## src/rtl/sample_tx_scheduler.sv

```systemverilog
// Sample FIFO with decimation feeding a start/done serial transmit stage.
// Define SCHED_TIMEOUT_EN to add a WAIT-state watchdog that aborts stalled transfers.
module sample_tx_scheduler #(
    parameter int unsigned DEPTH   = 16,
    parameter int unsigned DECIM   = 1,
    parameter int unsigned TIMEOUT = 2000000
) (
    input  logic                     clk,
    input  logic                     rst_n,
    input  logic                     enable,
    input  logic                     sample_valid,
    input  logic [15:0]              sample_data,
    input  logic                     tx_done,
    input  logic                     clr_err,
    output logic                     tx_start,
    output logic [15:0]              tx_val,
    output logic                     busy,
    output logic [$clog2(DEPTH):0]   level,
    output logic                     overflow,
    output logic                     timeout_err
);

    localparam int unsigned PW = $clog2(DEPTH);
    localparam int unsigned LW = PW + 1;
    localparam int unsigned DW = (DECIM > 1) ? $clog2(DECIM) : 1;

    if (DEPTH < 2 || (DEPTH & (DEPTH - 1)) != 0 || DECIM < 1 || TIMEOUT < 2) begin : g_param_check
        $error("sample_tx_scheduler: illegal DEPTH/DECIM/TIMEOUT");
    end

    typedef enum logic [2:0] {
        S_IDLE  = 3'd0,
        S_LOAD  = 3'd1,
        S_START = 3'd2,
        S_WAIT  = 3'd3,
        S_GAP   = 3'd4
    } state_t;

    state_t          state;
    logic [15:0]     mem [DEPTH];
    logic [PW-1:0]   wr_ptr;
    logic [PW-1:0]   rd_ptr;
    logic [DW-1:0]   dec_cnt;
    logic [DW-1:0]   dec_cnt_nxt;
    logic            push_req;
    logic            pop;
    logic            full;
    logic            wr_en;
    logic            drop;
    logic            expire;

    assign push_req = enable && sample_valid && (dec_cnt == '0);
    assign pop      = (state == S_LOAD);
    assign full     = (level == LW'(DEPTH));
    // A pop in the same cycle frees the slot, so a push at full still succeeds.
    assign wr_en    = push_req && (!full || pop);
    assign drop     = push_req && full && !pop;

    // Decimation counter: held at zero while disabled so the first sample after enable is taken.
    always_comb begin
        dec_cnt_nxt = dec_cnt;
        if (!enable) begin
            dec_cnt_nxt = '0;
        end else if (sample_valid) begin
            dec_cnt_nxt = (dec_cnt == DW'(DECIM - 1)) ? '0 : dec_cnt + DW'(1);
        end
    end

    always_ff @(posedge clk) begin
        if (wr_en) begin
            mem[wr_ptr] <= sample_data;
        end
    end

    always_ff @(posedge clk or negedge rst_n) begin
        if (!rst_n) begin
            wr_ptr   <= '0;
            level    <= '0;
            dec_cnt  <= '0;
            overflow <= 1'b0;
        end else begin
            if (wr_en) begin
                wr_ptr <= wr_ptr + PW'(1);
            end
            if (wr_en && !pop) begin
                level <= level + LW'(1);
            end else if (!wr_en && pop) begin
                level <= level - LW'(1);
            end
            dec_cnt <= dec_cnt_nxt;
            if (drop) begin
                overflow <= 1'b1;
            end else if (clr_err) begin
                overflow <= 1'b0;
            end
        end
    end

`ifdef SCHED_TIMEOUT_EN
    localparam int unsigned TW = $clog2(TIMEOUT);

    logic [TW-1:0] wait_cnt;

    // Done arriving on the expiry cycle wins over the watchdog.
    assign expire = (state == S_WAIT) && !tx_done && (wait_cnt == TW'(TIMEOUT - 1));

    always_ff @(posedge clk or negedge rst_n) begin
        if (!rst_n) begin
            wait_cnt    <= '0;
            timeout_err <= 1'b0;
        end else begin
            if (state != S_WAIT) begin
                wait_cnt <= '0;
            end else if (!expire) begin
                wait_cnt <= wait_cnt + TW'(1);
            end
            if (expire) begin
                timeout_err <= 1'b1;
            end else if (clr_err) begin
                timeout_err <= 1'b0;
            end
        end
    end
`else
    assign expire      = 1'b0;
    assign timeout_err = 1'b0;
`endif

    // Transfer sequencer; GAP gives the downstream stage a cycle to settle back to idle.
    always_ff @(posedge clk or negedge rst_n) begin
        if (!rst_n) begin
            state    <= S_IDLE;
            rd_ptr   <= '0;
            tx_start <= 1'b0;
            tx_val   <= '0;
            busy     <= 1'b0;
        end else begin
            tx_start <= 1'b0;
            case (state)
                S_IDLE: begin
                    if (level != '0) begin
                        state <= S_LOAD;
                        busy  <= 1'b1;
                    end
                end
                S_LOAD: begin
                    tx_val   <= mem[rd_ptr];
                    rd_ptr   <= rd_ptr + PW'(1);
                    tx_start <= 1'b1;
                    state    <= S_START;
                end
                S_START: begin
                    state <= S_WAIT;
                end
                S_WAIT: begin
                    if (tx_done || expire) begin
                        state <= S_GAP;
                    end
                end
                S_GAP: begin
                    state <= S_IDLE;
                    busy  <= 1'b0;
                end
                default: begin
                    state <= S_IDLE;
                    busy  <= 1'b0;
                end
            endcase
        end
    end

endmodule
```

## config.mk

```make
export PLATFORM = sky130hd
export DESIGN_NAME = sample_tx_scheduler
export DESIGN_NICKNAME = d
export VERILOG_FILES = /design/src/rtl/sample_tx_scheduler.sv
export SDC_FILE = /design/constraint.sdc
export NUM_CORES = 1
export LEC_CHECK = 0
export ABC_AREA = 1
export CAP_MARGIN = 10
export CORE_ASPECT_RATIO = 0.6
export CORE_UTILIZATION = 65
export DETAILED_ROUTE_END_ITERATION = 10
export GPL_TIMING_DRIVEN = 0
export PLACE_DENSITY_LB_ADDON = 0.25
export SLEW_MARGIN = 20
export SYNTH_ARGS = -nofsm -noshare
export SYNTH_HDL_FRONTEND = slang
export SYNTH_SLANG_ARGS = --single-unit
```

## constraint.sdc

```tcl
create_clock -name clk -period 3.74 [get_ports clk]
set_clock_uncertainty 0.15 [all_clocks]
set_input_delay 0.748 -clock clk [delete_from_list [all_inputs] [get_ports clk]]
set_output_delay 0.748 -clock clk [all_outputs]
set_load 0.02 [all_outputs]
```

==> results of run 1 <==
## routing by layer
layer,share of wire,track usage,up-vias
li1,-,-,3729
met1,0.38,0.523,3993
met2,0.43,0.511,636
met3,0.15,0.0780,92
met4,0.035,0.114,0
met5,0,0,-
## registers in the layout, summed over array words and instances (netlist names)
| name | cells |
|---|---|
| tx_start | 1 |
| busy | 1 |
| state | 3 |
| tx_val | 16 |
| rd_ptr | 4 |
| overflow | 1 |
| mem | 256 |
| wr_ptr | 4 |
| level | 5 |
## logic make-up (layout without fill, tap and decap cells)
family	after synthesis	count (layout)	synth area share
fa+ha+maj	10	10	0.0112
flops	291	291	0.722
compound gates	13	13	0.00633
other cells	1	1	0.000316
simple gates	638	638	0.223
buf+inv	77	183	0.0303
xor+xnor	9	9	0.00664
## cells in the final DEF (no fill, tap or decap)
master           instances
clkinv_1                 8
ha_1                     9
nand4_1                  2
a31oi_1                  1
inv_1                   18
nand2_1                413
inv_2                    1
nor2_2                  17
a21boi_0                 1
edfxtp_1               256
xor2_1                   8
o21bai_1                 1
o32ai_1                  1
clkinv_4                 1
nand2_2                  1
buf_8                    5
bufinv_16                1
nor2_1                   9
clkbuf_16               25
fa_1                     1
a21oi_1                  2
buf_2                   39
clkbuf_1                13
clkdlybuf4s50_1         44
o21ai_0                  7
buf_4                    6
or2_2                    1
conb_1                   1
nand3_1                195
buf_16                   1
dfrtp_1                 35
xnor2_1                  1
dlygate4sd3_1            1
buf_1                    2
buf_6                   10
clkinv_2                 8
## final timing paths
kind / startpoint / slack (ps) / end
setup reg to reg: state[1]$_DFFE_PN0P_ / 570 / level[4]$_DFFE_PN0P_
max in group asynchronous: rst_n / 2450 / level[3]$_DFFE_PN0P_
hold / removal: tx_val[4]$_DFFE_PN0N_ / 330 / tx_val[4]$_DFFE_PN0N_
min in group asynchronous: rst_n / 540 / tx_val[10]$_DFFE_PN0N_
hold reg to reg: tx_val[4]$_DFFE_PN0N_ / 330 / tx_val[4]$_DFFE_PN0N_
setup / recovery: state[1]$_DFFE_PN0P_ / 570 / level[4]$_DFFE_PN0P_
## metrics by stage
stage                     std cells  cell area (sq um)
after floorplan                1039              11900
after global placement         1318              12600
after detailed placement       1334              12900
after CTS                      1379              13600
after global routing           1379              13600
final                          1379              13600
## worst max-delay path, stage by stage, from the launching register on
cell and delay, ps:
dfrtp_1 380, inv_1 70, nand3_1 170, buf_2 290, clkbuf_1 480, ha_1 310, inv_1 120, fa_1 400
nand2_1 90, nand2_1 50, a21oi_1 220, xor2_1 200, nand2_1 80, o21ai_0 70
## cell type report
cell class	count	share of cell area
inverters	20	0.00552
well taps	234	0.0215
multi-input cells	671	0.219
clock inverters	17	0.00772
plain buffers	57	0.0209
flip-flops and latches	291	0.629
repair buffers	62	0.0493
clock buffers	27	0.0465
## power breakdown
| group | leakage, nW | switching, W | internal, W |
|---|---|---|---|
| clock network | 0.371 | 0.00114 | 0.00129 |
| registers | 2.74 | 0.000172 | 0.00386 |
| logic | 2.17 | 0.00287 | 0.00125 |
| total | 5.28 | 0.00419 | 0.00640 |
==> flow_summary.yaml, run 1 <==
placement:
  place.gp.congestion: 0.875
  io_buffers: 45
  dpl.hpwl_um: 20800
  dp_slack_ps: 363
clock_tree:
  clk_latency_ps: 530
  hold_buffers: 1
  root_buffer: "clkbuf_16"
  h-tree-depth: 1
  clock_path_buffers: 3
  cts_tree: "built"
  cts-buffers-inserted: 25
  ctsResizeCount: 0
  clk_pin_slew_worst_paths_ps: 70
  clock-sinks: 291
  cts_setup_buffers: 0
synthesis:
  synth_area_leaders: "edfxtp_1 65%, nand2_1 13%, nand3_1 8.2%"
  async_flop_share: 0.120
  yosysWarnings: 0
  synthCells: 1039
  synth_fp_nets: 1071
  synth_cell_types: 27
  ys_ff_latch: 291
  avgSynthCellArea_sq_um: 11.4
  synth-main-ff-cell: "edfxtp_1"
  seq_area_frac_synth: 0.722
  synth_most_common_cell: "nand2_1"
  synth_common_cells: "413 x nand2_1, 256 x edfxtp_1, 195 x nand3_1, 38 x buf_2, 35 x dfrtp_1"
  yosysTopAreaCell: "edfxtp_1"
  netlist_area_sq_um: 11900
  yosysTopAreaCellShare: 0.648
  synth_edf_count: 256
critical_path:
  worstSetupStartpointType: "flip-flop"
  required_ps: 4030
  worstSetupPathType: "reg2reg"
  r2r_cells: 13
  crit_arrival_ps: 3460
  crit_fanout: 10
  cp-end-kind: "flip-flop"
floorplanning:
  start_util: 0.678
  io_pins: 47
  die_area_sq_um: 18800
  fp.dieH_um: 107
  coreArea_sq_um: 17500
  num_rows: 37
  die_w_um: 176
detailed_routing:
  drc: 0
  finalWirelength_um: 31100
  wl_per_cell_um: 22.6
  firstDrtPassIters: 5
  vias_per_cell: 6.13
  first_iter_violations: 1268
  ant_nets: 0
  via_count: 8450
sta:
  hold_viol_final: 0
  fin_hold_ws_ps: 331
  tns_ps: 0
  worst_slack_ps: 570
  worst_pin_slew_ps: 951
  rsz0062_at_grt: "no"
  setup_viol: 0
  min_period_over_period: 0.848
  final-max-slew-violation-count: 0
  fmax_ghz: 0.315
  fin_crit_ps: 3170
  slew_headroom: 0.364
worst_hold_path:
  hold_path_depth: 2
  min_path_type: "reg2reg"
final_layout:
  multi_input_area_sq_um: 2980
  fillers: 1021
  final_layout_size_suffix_gt1_frac: 0.101
  fin_nets: 1160
  final_util: 0.777
  area_delta_synth_final_pct: 14.7
  register_area_sq_um: 8560
  antennaDiodeCount: 0
global_route:
  grt_max_degree: 23
  grt_remaining_overflow: 0
  track_usage: 0.348
  grt_antenna_before_repair: 0
  first_global_vias: 7925
  grt_pass1_wl_um: 46700
status:
  outcome: "finished, final reports clean"
power:
  power_density_nw_per_um2: 778
  peakVddDrop_uv: 518
  p_leak_nw: 5.28
  total_power_w: 0.0106
flow_run:
  drv_cap: 0
Power figures use the tool's default switching activity.
==> run 2: changes to the inputs <==
--- a/config.mk
+++ b/config.mk
@@ -8,7 +8,7 @@
 export ABC_AREA = 1
 export CAP_MARGIN = 10
 export CORE_ASPECT_RATIO = 0.6
-export CORE_UTILIZATION = 65
+export CORE_UTILIZATION = 55
 export DETAILED_ROUTE_END_ITERATION = 10
 export GPL_TIMING_DRIVEN = 0
 export PLACE_DENSITY_LB_ADDON = 0.25
==> constraint.sdc (replaced) <==
create_clock -name clk -period 2.59 [get_ports clk]
set_clock_uncertainty 0.15 [all_clocks]
set_input_delay 0.518 -clock clk [delete_from_list [all_inputs] [get_ports clk]]
set_output_delay 0.518 -clock clk [all_outputs]
set_load 0.02 [all_outputs]
==> run 2 against run 1 <==
  * Combinational power grew 46%
  * Fmax grew 30%
  * Final cell count grew 3.8%
  * Largest power group unchanged
  * Clock power grew 54%
  * Largest cell class unchanged
  * First-iteration DRC count shrank 16%
  * Flip-flop and latch count is the same
  * Clock-buffer cell count grew 6
  * Power grew 47%
==> flow_summary.yaml, run 2 (same netlist as run 1, synthesis figures left out) <==
critical_path:
  crit_family: "simple AND/OR/NAND/NOR gates"
  slowest_delay_ps: 520
  cp-end-kind: "flip-flop"
  crit_top_cell: "nor2_2"
  r2r-start: "state[1]$_DFFE_PN0P_"
  worstSetupStartpointType: "flip-flop"
  crit_start: "state[1]$_DFFE_PN0P_"
  worstSetupPathType: "reg2reg"
  path_buf_inv: 3
  crit_path_cell_trace: "inv_1, nand3_4, nand2_2, nor2_2, nor2_4, buf_12, nand2_1, nor2_2, buf_6"
  crit_arrival_ps: 2520
  critPathSlowestCell: "nor2_2"
  crit_fanout: 9
  required_ps: 2670
status:
  outcome: "finished, final reports clean"
sta:
  fmax_ghz: 0.410
  hold_viol_final: 0
  rsz0062_at_grt: "no"
  fin_crit_ps: 2440
  tns_ps: 0
  fin_hold_ws_ps: 220
  setup_viol: 0
  worst_pin_slew_ps: 862
  slew_headroom: 0.424
  final-max-slew-violation-count: 0
  min_period_over_period: 0.941
final_layout:
  fin_nets: 1165
  stdcell_count: 1431
  fillers: 1529
  largest_register_ffs: 256
  top_register: "mem"
  final_common_cell: "nand2_1"
  top_regs: "mem x256, tx_val x16, level x5"
  final_util: 0.655
  area_delta_synth_final_pct: 16.5
  final_cell_mix: "412 x nand2_1, 256 x edfxtp_1, 194 x nand3_1"
  final_layout_size_suffix_gt1_frac: 0.110
  multi_input_area_sq_um: 3010
  antennaDiodeCount: 0
  fin_area_sq_um: 13800
  register_area_sq_um: 8570
clock_tree:
  cts_tree: "built"
  clock_path_buffers: 3
  clk_pin_slew_worst_paths_ps: 70
  h-tree-depth: 1
  clk_latency_ps: 530
  clock-sinks: 291
  root_buffer: "clkbuf_16"
  cts-buffers-inserted: 26
detailed_routing:
  wl_met3_um: 3640
  drt-met1-wl_um: 13300
  ant_nets: 0
  firstDrtPassIters: 5
  vias_per_cell: 5.72
  routed-wl-met2_um: 13100
  via_count: 8189
  finalWirelength_um: 30800
  first_iter_violations: 1063
  drc: 0
  wl_per_cell_um: 21.5
  routed.top_layer: "met4"
placement:
  io_buffers: 45
  dp_cells: 1380
  dpl_cell_area_sq_um: 12900
  dpl.hpwl_um: 21300
  place.gp.congestion: 0.940
power:
  power_density_nw_per_um2: 1130
  p_leak_nw: 5.33
  peakVddDrop_uv: 803
global_route:
  grt_antenna_before_repair: 0
  grt_pass1_wl_um: 45800
  first_global_vias: 7585
  grt_max_degree: 30
  grt_remaining_overflow: 0
  track_usage: 0.289
floorplanning:
  io_pins: 47
  die_area_sq_um: 22200
  fp.dieH_um: 116
  coreArea_sq_um: 21100
  start_util: 0.563
  num_rows: 41
  die_w_um: 192
worst_hold_path:
  min_path_type: "in2async"
flow_run:
  drv_cap: 0
## run 2: cell types whose count changed in the layout (fill, tap and decap cells not counted), sizes merged
| cell | change |
|---|---|
| clkinv | -4 |
| bufinv | +1 |
| clkbuf | +5 |
| buf | +5 |
## run 2: repair_timing
action	in CTS	in global routing
setup buffers	2	2
endpoints found under the setup margin	117	18
pin swaps	1	0
hold buffers	1	0
hold endpoints to repair	35	0
gates cloned	0	0
gates resized for setup	2	9
## run 2: area by class of cell
type,instances,share of cell area
Clock buffer,33,0.0505
Timing Repair Buffer,67,0.0524
Clock inverter,14,0.00797
Multi-Input combinational cell,671,0.218
Sequential cell,291,0.620
Buffer,56,0.0205
Tap cell,279,0.0253
Inverter,20,0.00543
## run 2: stage by stage
| stage | setup WS [ps] | total power, W |
|---|---|---|
| after CTS | 35.8 | 0.0154 |
| after detailed placement | -525 | 0.0117 |
| after global placement | -1010 | 0.0115 |
| after global routing | 5.01 | 0.0164 |
| final | 152 | 0.0156 |
| after floorplan | 144 | 0.00943 |
## run 2: final timing paths
| check | end | slack (ps) | depth (start not counted) |
|---|---|---|---|
| worst max register to register | mem[6][13]$_DFFE_PP_ | 150 | 9 |
| worst min-delay path | level[4]$_DFFE_PN0P_ | 220 | 2 |
| min in group clk | tx_val[9]$_DFFE_PN0N_ | 330 | 2 |
| worst min register to register | tx_val[9]$_DFFE_PN0N_ | 330 | 2 |
| max in group asynchronous | level[0]$_DFFE_PN0P_ | 1650 | 3 |
| worst max-delay path | mem[6][13]$_DFFE_PP_ | 150 | 9 |
## run 2: where the power goes
group	switching, W	internal (W)
combinational	0.00415	0.00185
sequential	0.000253	0.00557
clock	0.00165	0.00209
total	0.00605	0.00952
## run 2: metal layers
metal	global-route usage	vias to the layer above
met3	0.0597	59
met4	0.0714	0
met5	0	-
li1	-	3747
met1	0.449	3903
met2	0.416	480
==> run 3: changes to the inputs <==
--- a/config.mk
+++ b/config.mk
@@ -12,6 +12,8 @@
 export DETAILED_ROUTE_END_ITERATION = 10
 export GPL_TIMING_DRIVEN = 0
 export PLACE_DENSITY_LB_ADDON = 0.25
+export SKIP_CTS_REPAIR_TIMING = 1
+export SKIP_LAST_GASP = 1
 export SLEW_MARGIN = 20
 export SYNTH_ARGS = -nofsm -noshare
 export SYNTH_HDL_FRONTEND = slang
==> run 3 against run 2 <==
  * Register-to-register slack got worse by 60 ps
  * Setup slack got worse by 59 ps
  * Fmax decreased by 2.4%
  * Critical endpoint is now mem[4][7]$_DFFE_PP_
==> flow_summary.yaml, run 3 (same netlist as run 1, synthesis figures left out) <==
power:
  power_density_nw_per_um2: 1130
  power_frac_seq: 0.376
  swShare: 0.388
  intPower_w: 0.00949
  p_leak_nw: 5.32
  p_sw_w: 0.00603
  p_clk_frac: 0.241
  p_comb_frac: 0.383
  total_power_w: 0.0155
  peakVddDrop_uv: 799
final_layout:
  fin_nets: 1162
  antennaDiodeCount: 0
  fillers: 1545
  final_util: 0.653
  final_common_cell: "nand2_1"
  final_cell_mix: "413 x nand2_1, 256 x edfxtp_1, 194 x nand3_1"
  area_delta_synth_final_pct: 16.1
  final_layout_size_suffix_gt1_frac: 0.105
  top_register: "mem"
  largest_register_ffs: 256
  top_regs: "mem x256, tx_val x16, level x5"
critical_path:
  rr_endpoint: "mem[4][7]$_DFFE_PP_"
  worstSetupStartpointType: "flip-flop"
  cp-end-kind: "flip-flop"
  crit_arrival_ps: 2590
  r2r_cells: 9
  required_ps: 2680
  crit_fanout: 9
  worstSetupPathType: "reg2reg"
  r2r-start: "state[1]$_DFFE_PN0P_"
  r2r_slack_ps: 90
flow_run:
  drv_cap: 0
floorplanning:
  num_rows: 41
  io_pins: 47
  die_w_um: 192
  die_area_sq_um: 22200
  coreArea_sq_um: 21100
  start_util: 0.563
  fp.dieH_um: 116
sta:
  final-max-slew-violation-count: 0
  fin_crit_ps: 2500
  setup_viol: 0
  worst_pin_slew_ps: 859
  hold_viol_final: 0
  worst_slack_ps: 93.1
  rsz0062_at_grt: "yes"
  slew_headroom: 0.425
  fmax_ghz: 0.400
  min_period_over_period: 0.964
detailed_routing:
  wl_per_cell_um: 21.5
  vias_per_cell: 5.68
  drc: 0
  finalWirelength_um: 30700
  first_iter_violations: 972
  ant_nets: 0
  via_count: 8106
  firstDrtPassIters: 5
clock_tree:
  cts-buffers-inserted: 26
  cts_tree: "built"
  h-tree-depth: 1
  clk_latency_ps: 530
  clock-sinks: 291
  root_buffer: "clkbuf_16"
  clock_path_buffers: 3
  clk_pin_slew_worst_paths_ps: 70
global_route:
  grt_antenna_before_repair: 0
  grt_pass1_wl_um: 45800
  first_global_vias: 7574
  track_usage: 0.288
  grt_max_degree: 30
  grt_remaining_overflow: 0
status:
  outcome: "finished, final reports clean"
placement:
  dp_slack_ps: -525
  place.gp.congestion: 0.940
  dpl.hpwl_um: 21300
  io_buffers: 45
worst_hold_path:
  min_path_type: "in2async"
-- run 3: final cells by class --
| cell class | count | area (sq um) | share of cell area |
|---|---|---|---|
| sequential | 291 | 8560 | 0.622 |
| multi-input combinational | 671 | 3000 | 0.218 |
| clock buffer | 33 | 698 | 0.0507 |
| timing repair buffer | 64 | 689 | 0.0500 |
| tap | 279 | 349 | 0.0253 |
| buffer | 56 | 287 | 0.0208 |
| clock inverter | 14 | 110 | 0.00799 |
| inverter | 20 | 75.1 | 0.00545 |
-- run 3: how the worst max path moves through the flow --
stage | start | to | slack [ps] | cells after the start
after floorplan | level[0]$_DFFE_PN0P_ | level[4]$_DFFE_PN0P_ | 140 | 13
after detailed placement | enable | level[4]$_DFFE_PN0P_ | -530 | 12
after CTS | state[1]$_DFFE_PN0P_ | level[4]$_DFFE_PN0P_ | -410 | 13
after global placement | enable | mem[0][15]$_DFFE_PP_ | -1010 | 5
final | state[1]$_DFFE_PN0P_ | mem[4][7]$_DFFE_PP_ | 90 | 9
after global routing | level[0]$_DFFE_PN0P_ | level[4]$_DFFE_PN0P_ | -40 | 13
-- run 3: metrics by stage --
step	instance area (sq um)	hold WS, ps	TNS, ps	cells
CTS	13700	-335	-8610	1427
global route	13800	239	-74.8	1428
floorplan	11900	72.4	0	1039
global placement	12700	315	-238170	1363
finish	13800	213	0	1428
detailed placement	12900	222	-61460	1380
-- run 3: worst max-delay path: stages, from the launching register on --
cell and delay [ps]:
dfrtp_1 400, inv_1 100, nand3_2 140, nand2_1 110
nor2_1 70, nor2_4 120, buf_4 190, nand2_1 190
nor2_2 490, buf_6 240
-- run 3: power by group through the flow --
stage,combinational (W),clock (W),sequential [W]
after floorplan,0.00336,0,0.00607
after global placement,0.00558,0,0.00591
after detailed placement,0.00577,0,0.00591
after CTS,0.00580,0.00375,0.00582
after global routing,0.00650,0.00394,0.00587
final,0.00595,0.00374,0.00583
-- run 3: metal layers --
| metal | GRT usage | wire [um] | up-vias |
|---|---|---|---|
| met5 | 0 | 0 | - |
| met4 | 0.0741 | 720 | 0 |
| met3 | 0.0597 | 3500 | 56 |
| met2 | 0.414 | 13000 | 465 |
| met1 | 0.449 | 13500 | 3842 |
| li1 | - | - | 3743 |
==> RTL change: new RTL, flow settings as in run 3 <==
Re-encode `state_t` (5 states) as one-hot, 5 bits wide.
--- a/src/rtl/sample_tx_scheduler.sv
+++ b/src/rtl/sample_tx_scheduler.sv
@@ -28,12 +28,12 @@
         $error("sample_tx_scheduler: illegal DEPTH/DECIM/TIMEOUT");
     end
 
-    typedef enum logic [2:0] {
-        S_IDLE  = 3'd0,
-        S_LOAD  = 3'd1,
-        S_START = 3'd2,
-        S_WAIT  = 3'd3,
-        S_GAP   = 3'd4
+    typedef enum logic [4:0] {
+        S_IDLE  = 5'b00001,
+        S_LOAD  = 5'b00010,
+        S_START = 5'b00100,
+        S_WAIT  = 5'b01000,
+        S_GAP   = 5'b10000
     } state_t;
 
     state_t          state;
Formal check against the unedited RTL: same outputs for any inputs over 10 cycles, from zero or initial values and one cycle with rst_n low; not proved beyond that.
==> RTL change against run 3 <==
The run now ends with negative setup slack left; clock power down 2%; wire length increased by 9.7%; via count up 11%; count of clock-buffer cells in the layout up 6; sequential power increased by 0.7%; cell area up 6.4%; sequential cell count rose by 2; worst setup slack got worse by 0.24 ns; critical path depth shrank 3; total power decreased by 0.43%; area after synthesis rose by 6.9%; maximum frequency shrank 8.7%.
==> RTL change: results (changes against run 3) <==
violations: "negative setup slack"
largestRegisters: "mem (256), tx_val (16)"
synth_nets: 1277  # +19%
cts.root.buffer_cell: "clkbuf_16"
critPathTopFamily: "simple AND/OR/NAND/NOR gates"
synth_cells: 1245  # +20%
dp.cells: 1611  # +17%
path_max_fanout: 16  # +7
antenna_found_initial: 1  # +1
numPortBuffers: 45  # unchanged
finalWorstSetupSlack_ns: -0.1442  # -0.2372 ns
cts.path.max_buffers: 3  # unchanged
grtUsageTotal_pct: 29.45  # +0.61 points
ys_async_sr_fraction_pct: 12.63  # +0.60 points
ys_top_cells_by_count: "413 x nand2_1, 256 x edfxtp_1, 215 x inv_1"
routedWlPerCell_um: 20.21  # -6.1%
yosysUniqueCellTypes: 28  # +3.7%
first_iter_violations: 1234  # +27%
vias_per_cell: 5.411  # -4.7%
insertion_delay_ns: 0.54
grt_max_degree: 31  # +3.3%
clk_transition_reported_paths_ns: 0.07  # about the same
dp.final_hpwl_um: 23090  # +8.4%
grt_pass1_vias: 8360  # +10%
leakagePower_nw: 6.416  # +21%
nets: 1375  # +18%
netlist_top_cells_area: "edfxtp_1 61%, nand2_1 12%, nand3_1 7.8%"
slowest_delay_ns: 0.73  # +0.24 ns
cts_made_buffers: 27  # +3.8%
drive_above_1_share_pct: 9.566  # -0.97 points
gp_congestion: 0.9818  # +4.4%
synth_edf_count: 256  # unchanged
slowest_stage: "nor2_2"
synth_flop_cell: "edfxtp_1"
htreeDepth: 1  # unchanged
setup_violations: 39  # +39
crit_arrival_ns: 2.75  # +0.16 ns
tightest_slew_ns: 0.9763  # +0.1171 ns
fillers: 1689  # +9.3%
routed_wirelength_um: 33720  # +9.7%
dr.pass1.iters: 5  # unchanged
grt_pass1_wl_um: 49920  # +9.0%
outcome: "complete, but fails checks"
reg2regPathDepth: 6  # -3
dpl_cell_area_um2: 13730  # +6.2%
yosysWarningCount: 0  # unchanged
yosysSeqAreaShare_pct: 67.94  # -4.2 points
hold_path_class: "in2async"
ir_drop_uv: 664.9  # -17%
tns_ns: -3.459  # -3.459 ns
## RTL change: area by class of cell
cell class	instances	area, um2	area share (%)
Inverter	217	814.5	5.556
Multi-Input combinational cell	677	3065	20.91
Timing Repair Buffer	69	711.9	4.856
Clock inverter	6	28.78	0.1963
Tap cell	308	385.4	2.628
Sequential cell	293	8615	58.76
Clock buffer	39	750.7	5.120
Buffer	58	287.8	1.963
Antenna cell	1	2.502	0.01707
## RTL change: power by group
group          switching, W  internal [W]  leakage, nW
Combinational       0.00411       0.00180         3.26
Clock               0.00168       0.00199        0.386
Sequential         0.000262       0.00561         2.77
## RTL change: routing by layer
layer  GRT usage, %  part of all wire, %  wire length (um)  up-vias
met2          38.97                   39             13060      536
met4          8.576                  3.2              1066        0
li1               -                    -                 -     4179
met5              0                    0                 0        -
met3          9.921                   15              5034       74
met1          45.53                   43             14560     4237
## RTL change: worst reg2reg max path, stage by stage, from the launching register on
cell	delay, ns
dfrtp_1	0.41
nor2_2	0.11
nand4_1	0.33
a21oi_2	0.29
buf_6	0.18
nand2_2	0.14
nor2_2	0.73
## RTL change: cells by family after synthesis
kind of cell	synth area share [%]
AOI/OAI and AO/OA	0.5921
buffers and inverters	8.654
other	0.02957
and+or+nand+nor	21.19
xor gates and xnor gates	0.5526
DFF	67.94
adders and majority gates	1.046
## RTL change: through the flow
step	setup slack [ns]	total power (W)
detailed placement	-0.4147	0.01159
floorplan	0.1939	0.009350
CTS	-0.3186	0.01523
finish	-0.1442	0.01546
global route	-0.2535	0.01617
global placement	-0.9171	0.01135
## RTL change: path summary, 6_finish.rpt
kind                       startpoint    endpoint  slack, ns
setup / recovery             state[2]  mem[14][4]      -0.14
hold / removal                  rst_n    state[3]       0.22
setup reg to reg             state[2]  mem[14][4]      -0.14
hold reg to reg            tx_val[10]  tx_val[10]       0.33
max in group asynchronous       rst_n   rd_ptr[1]       1.62
min in group clk           tx_val[10]  tx_val[10]       0.33
